File: src/rtl/mem_arbiter.sv
// mem_arbiter: serialises a fetch port and a data port onto one
// busywait-style main memory. Address and write data are captured at grant,
// read data is returned through registered per-port outputs, and a hung
// memory is released after TIMEOUT wait cycles with a sticky ERROR flag.
// Optional build macro: ROUND_ROBIN_EN (alternating priority between the
// two requesters; the default build gives data fixed priority over fetch).
module mem_arbiter #(
  parameter int ADDR_W  = 6,
  parameter int DATA_W  = 32,
  parameter int TIMEOUT = 31
) (
  input  logic              CLK,
  input  logic              RESET,
  input  logic              I_READ,
  input  logic [ADDR_W-1:0] I_ADDRESS,
  output logic [DATA_W-1:0] I_READDATA,
  output logic              I_BUSYWAIT,
  input  logic              D_READ,
  input  logic              D_WRITE,
  input  logic [ADDR_W-1:0] D_ADDRESS,
  input  logic [DATA_W-1:0] D_WRITEDATA,
  output logic [DATA_W-1:0] D_READDATA,
  output logic              D_BUSYWAIT,
  output logic              MEM_READ,
  output logic              MEM_WRITE,
  output logic [ADDR_W-1:0] MEM_ADDRESS,
  output logic [DATA_W-1:0] MEM_WRITEDATA,
  input  logic [DATA_W-1:0] MEM_READDATA,
  input  logic              MEM_BUSYWAIT,
  output logic              ERROR
);

  typedef enum logic [1:0] {S_IDLE, S_ISSUE, S_WAIT, S_RELEASE} state_t;
  typedef enum logic [1:0] {OWN_NONE, OWN_I, OWN_D} owner_t;

  // Last wait cycle before the access is abandoned.
  localparam logic [7:0] TIMEOUT_LAST = 8'(TIMEOUT - 1);

  state_t     state, state_nxt;
  owner_t     owner, owner_nxt;
  logic [7:0] count, count_nxt;
  logic       d_req;
  logic       prefer_i;
  logic       grant_i, grant_d;
  logic       mem_done, time_out;

  assign d_req = D_READ | D_WRITE;

  // The owner is released only during its single RELEASE cycle.
  assign I_BUSYWAIT = I_READ & ~(state == S_RELEASE && owner == OWN_I);
  assign D_BUSYWAIT = d_req  & ~(state == S_RELEASE && owner == OWN_D);

`ifdef ROUND_ROBIN_EN
  logic prio_i;

  // Priority goes to the requester that was not served by the last access.
  always_ff @(posedge CLK or posedge RESET) begin
    if (RESET)
      prio_i <= 1'b0;
    else if (mem_done || time_out)
      prio_i <= (owner == OWN_D);
  end

  assign prefer_i = prio_i;
`else
  assign prefer_i = 1'b0;
`endif

  // State register: FSM state, current owner and wait-cycle counter.
  always_ff @(posedge CLK or posedge RESET) begin
    if (RESET) begin
      state <= S_IDLE;
      owner <= OWN_NONE;
      count <= '0;
    end else begin
      // NOTE: non-blocking so every register samples pre-edge values.
      state <= state_nxt;
      owner <= owner_nxt;
      count <= count_nxt;
    end
  end

  // Next-state logic: arbitration, wait counting and completion detection.
  always_comb begin
    // NOTE: defaults first so no path leaves a signal unassigned (no latches).
    state_nxt = state;
    owner_nxt = owner;
    count_nxt = count;
    grant_i   = 1'b0;
    grant_d   = 1'b0;
    mem_done  = 1'b0;
    time_out  = 1'b0;
    unique case (state)
      S_IDLE: begin
        // A still-busy memory (aborted op) must finish before a new grant.
        if (!MEM_BUSYWAIT) begin
          grant_d = d_req & ~(I_READ & prefer_i);
          grant_i = I_READ & ~grant_d;
          if (grant_d) begin
            owner_nxt = OWN_D;
            state_nxt = S_ISSUE;
          end else if (grant_i) begin
            owner_nxt = OWN_I;
            state_nxt = S_ISSUE;
          end
        end
      end
      S_ISSUE: begin
        state_nxt = S_WAIT;
        count_nxt = '0;
      end
      S_WAIT: begin
        if (!MEM_BUSYWAIT) begin
          mem_done  = 1'b1;
          state_nxt = S_RELEASE;
        end else if (count == TIMEOUT_LAST) begin
          time_out  = 1'b1;
          state_nxt = S_RELEASE;
        end else begin
          count_nxt = count + 8'd1;
        end
      end
      S_RELEASE: begin
        owner_nxt = OWN_NONE;
        state_nxt = S_IDLE;
      end
      default: state_nxt = S_IDLE;
    endcase
  end

  // Datapath: memory strobes and operands, returned read data, error flag.
  always_ff @(posedge CLK or posedge RESET) begin
    if (RESET) begin
      MEM_READ      <= 1'b0;
      MEM_WRITE     <= 1'b0;
      MEM_ADDRESS   <= '0;
      MEM_WRITEDATA <= '0;
      I_READDATA    <= '0;
      D_READDATA    <= '0;
      ERROR         <= 1'b0;
    end else begin
      if (grant_d) begin
        // A simultaneous read and write request is served as a write.
        MEM_WRITE     <= D_WRITE;
        MEM_READ      <= ~D_WRITE;
        MEM_ADDRESS   <= D_ADDRESS;
        MEM_WRITEDATA <= D_WRITEDATA;
      end else if (grant_i) begin
        MEM_READ    <= 1'b1;
        MEM_WRITE   <= 1'b0;
        MEM_ADDRESS <= I_ADDRESS;
      end
      if (mem_done || time_out) begin
        MEM_READ  <= 1'b0;
        MEM_WRITE <= 1'b0;
      end
      if (mem_done && MEM_READ) begin
        if (owner == OWN_I)
          I_READDATA <= MEM_READDATA;
        else
          D_READDATA <= MEM_READDATA;
      end
      if (time_out)
        ERROR <= 1'b1;
    end
  end

endmodule

File: config.mk
export PLATFORM = sky130hd
export DESIGN_NAME = mem_arbiter
export DESIGN_NICKNAME = d
export VERILOG_FILES = /design/src/rtl/mem_arbiter.sv
export SDC_FILE = /design/constraint.sdc
export NUM_CORES = 1
export LEC_CHECK = 0
export BUFFER_PORTS_ARGS = -buffer_cell sky130_fd_sc_hd__buf_4
export CORE_MARGIN = 2
export CORE_UTILIZATION = 40
export DETAILED_ROUTE_END_ITERATION = 16
export GPL_ROUTABILITY_DRIVEN = 0
export PLACE_DENSITY = 0.76
export SLEW_MARGIN = 10
export SYNTH_ARGS = -nofsm -noshare
export SYNTH_HDL_FRONTEND = slang
export SYNTH_SLANG_ARGS = --single-unit
File: constraint.sdc
create_clock -name CLK -period 10.2 [get_ports CLK]
set_input_delay 2.04 -clock CLK [delete_from_list [all_inputs] [get_ports CLK]]
set_output_delay 2.04 -clock CLK [all_outputs]
set_load 0.005 [all_outputs]
# Yosys cells after proc, flatten, opt, wreduce, memory -nomap -nowiden

Cells that the tools add are included.

$add $sub $neg: 1
Eq/ne operators: 11
Muxes and demuxes: 29
Bitwise gates (word level): 9
Reductions and logical operators: 14

Operator list:

| kind                  | count |
|---|---|
| $mux W8               | 2 |
| $pmux W8 S2           | 1 |
| $mux W1               | 15 |
| $mux W2               | 7 |
| $mux W6               | 2 |
| $reduce_and A3 Y1     | 3 |
| $add A8 B1 Y8 const B | 1 |
| $eq A8 B5 Y1 const B  | 1 |
| $pmux W2 S4           | 1 |
| $eq A2 B2 Y1 const B  | 3 |
| $ne A2 B2 Y1 const B  | 3 |
| $ne A3 B3 Y1 const B  | 2 |
| $reduce_bool A2 Y1    | 3 |
| $not A1 Y1            | 5 |
| $eq A2 B1 Y1 const B  | 2 |
| $pmux W2 S2           | 1 |
| $reduce_and A2 Y1     | 2 |
| $and A1 B1 Y1         | 3 |
| $logic_and A1 B1 Y1   | 3 |
| $reduce_bool A3 Y1    | 1 |
| $logic_not A2 Y1      | 1 |
| $logic_or A1 B1 Y1    | 1 |
| $or A1 B1 Y1          | 1 |

Flip-flop bits (word level): 117
Input port bits: 82
Output and inout port bits: 107
Word-level logic and storage cells: 74

# Logic depth before layout (Yosys ltp)

Depth in word-level cells: 8
Depth in mapped cells: 8

# Least setup slack after synthesis

Ideal clock, no wire load.

Path type: input to output
From: input D_WRITE
To: output D_BUSYWAIT
Arrival: 2.250 ns
Path slack: 5.910 ns
Stages on the path: 2
Path buffers: 0
Path through: nor2_1 > a31oi_1

Cells in the longest elaborated chain, start to end: 2

Ends and longest elaborated chain:

| item          | RTL line | RTL |
|---|---|---|
| from (decl)   | 19       | `input logic D_WRITE,` |
| $or A1 B1 Y1  | 47       | `assign d_req = D_READ \| D_WRITE;` |
| $and A1 B1 Y1 | 51       | `assign D_BUSYWAIT = d_req & ~(state == S_RELEASE && owner == OWN_D);` |
| to (decl)     | 23       | `output logic D_BUSYWAIT,` |

No other way between the ends.

# Worst setup path in the final report

Ends and elaborated chain as after synthesis.

==> run_results.csv <==
group,metric,value,unit
yosys,synth_edf_count,0,
timing,slew_headroom,29.5,%
clocking,cts_sinks,117,
place,post-place-ws,5.51,ns
grt,grt_pass1_vias,3453,
setup_path,worst_ep_arrival_time,2.66,ns
clocking,post_cts_resize_count,0,
timing,fin_ws,5.50,ns
drt,wl_met1,4310,um
yosys,synth_area_per_cell,15.0,sq um
timing,fin_crit,4.70,ns
run_status,status,"completed",
cells_and_area,stdcell_area,6850,sq um
yosys,netlist_instances,315,
timing,fin_crit_sh,46.1,%
clocking,worstSkewPairLatency,0.39,ns
timing,finClkSkew,0.00690,ns
timing,fmax,213,MHz
cells_and_area,final_cells,665,
yosys,synthArstFlopShare,100,%
cells_and_area,antenna_cells,0,
drt,drt-initial-drc-count,144,
cells_and_area,multi_input_area,1680,sq um
grt,overflow,0,
clocking,tritoncts,"done",
floorplan,dieArea,12700,sq um
grt,antenna_found_initial,0,
cells_and_area,final_cell_mix,"buf_4, dfrtp_1, mux2_2, clkbuf_16, mux2i_1",
grt,grt_max_degree,62,
timing,finalSetupTns,0,ns
yosys,yosys_warnings,0,
floorplan,die_w,113,um
cells_and_area,n_fill_cell,899,
timing,final-max-slew-violation-count,0,
drt,drt-pass1-iter-count,4,
clocking,ctsHoldBuffers,0,
min_path,hold_class,"register to register",
drt,vias,3212,
setup_path,crit_path_start_kind,"primary input",
floorplan,die_h,113,um
power,p_per_area,295,nW/um^2
place,port_buffers,188,
cells_and_area,drive_gt1_share,60.9,%
drt,vias_per_cell,4.83,
drt,drc,0,
drt,dr.max_layer_used,"met4",
timing,finalHoldViolations,0,
clocking,post-cts-setup-buffers,0,
floorplan,coreArea,11500,sq um
clocking,cts_made_buffers,17,
timing,worst_slew_pin_slew,1.05,ns
yosys,syn_nets,404,
place,place_area,6240,sq um
floorplan,ios,189,
drt,wl_met3,758,um
cells_and_area,final_common_cell,"buf_4",
drt,met2_length,5230,um
setup_path,worst-path-max-fanout,5,
yosys,yosys_most_used_dff,"dfrtp_1",
cells_and_area,seqCellArea,2930,sq um
timing,setup_violations,0,
cells_and_area,nets,600,
drt,ant_nets,0,
drt,wire_per_inst,15.7,um
clocking,htreeDepth,4,
timing,rsz0062_at_grt,"no",
yosys,ys_seq_elements,117,
grt,gr-usage-all-layers,16.9,%
clocking,cts_max_path_buffers,2,
yosys,synth_area,4740,sq um
setup_path,worstPathRequired,8.16,ns
setup_path,crit_path_end_kind,"output port",
floorplan,initial_core_util,41.3,%
cells_and_area,area_growth,44.6,%
setup_path,critPathKind,"primary input to output port",
drt,wl,10400,um
yosys,seq_area_frac_synth,61.8,%
place,hpwlAfterDp,7470,um
flow_run,maxCapViolations,0,
clocking,cts-root-buf,"clkbuf_16",
yosys,ys_types,37,
floorplan,rows,39,
power,peakVddDrop,0.146,mV
grt,grt_pass1_wl,17100,um
clocking,clk_pin_slew,0.05,ns
place,place_inst,635,
power,total_power,0.00202,W
power,p_leak,3.37,nW
[path summary, 6_finish.rpt]
kind	endpoint	slack, ns	cells after the start	start
max	D_BUSYWAIT	5.50	4	D_WRITE
min	ERROR	0.48	1	ERROR
max reg2reg	D_READDATA[8]	7.83	5	state[0]
min reg2reg	ERROR	0.48	1	ERROR
max in group asynchronous	MEM_WRITEDATA[6]	7.22	3	RESET
min in group asynchronous	D_READDATA[2]	1.79	2	RESET
[power by group]
part           leakage [nW]  internal [W]  switching (W)
logic                  1.60      0.000410       0.000238
clock network         0.306      0.000417       0.000193
registers              1.46      0.000655       0.000109
total                  3.37       0.00148       0.000540
[state kept, by name, summed over array words and instances (netlist names)]
register and count:
count 8, state 2, MEM_WRITEDATA 32, D_READDATA 32
owner 2, I_READDATA 32, MEM_READ 1, MEM_ADDRESS 6
MEM_WRITE 1, ERROR 1
[worst max-delay path: stages]
cell and delay (ns):
buf_4 0.13, nor2_1 0.26, a31oi_1 0.08, buf_4 0.15
[routing by layer]
metal	global-route usage (%)	up-vias
li1	-	1511
met5	0	-
met2	28.6	121
met1	20.8	1570
met3	5.09	10
met4	5.53	0
[cells in the mapped netlist (2+ instances only)]
cell type	n	share of area [%]
o21ai_0	5	0.53
nand3_1	3	0.32
nand2_1	11	0.87
nand3b_1	2	0.32
clkbuf_1	2	0.16
buf_6	8	1.9
nor2_1	12	0.95
mux2i_1	12	2.5
ha_1	7	1.8
mux2_2	92	22
a21oi_1	6	0.63
and3_1	2	0.26
nand4_1	4	0.53
inv_1	5	0.40
dfrtp_1	117	62
buf_4	2	0.32
mux2_1	5	1.2
[kinds of logic (layout without fill, tap and decap cells)]
logic type,count (synthesis),after routing,share of synthesized area [%]
adders and majority gates,7,7,1.85
AOI/OAI and AO/OA,21,21,2.93
and+or+nand+nor,43,43,4.91
buffers and inverters,18,225,2.88
DFF,117,117,61.8
muxes,109,109,25.6
[stage by stage]
step / utilization [%] / hold WS [ns]
after CTS: 59.7 / 0.486
final: 59.7 / 0.483
after global placement: 54.4 / 0.464
after floorplan: - / 0.468
after detailed placement: 54.4 / 0.466
after global routing: 59.7 / 0.510
[layout make-up]
type | instances | area share (%)
clock buffer | 20 | 6.67
clock inverter | 10 | 2.25
inverter | 5 | 0.311
multi-input combinational | 180 | 24.6
sequential | 117 | 42.7
tap | 143 | 2.61
timing repair buffer | 190 | 20.8
(Power assumes the default switching activity.)
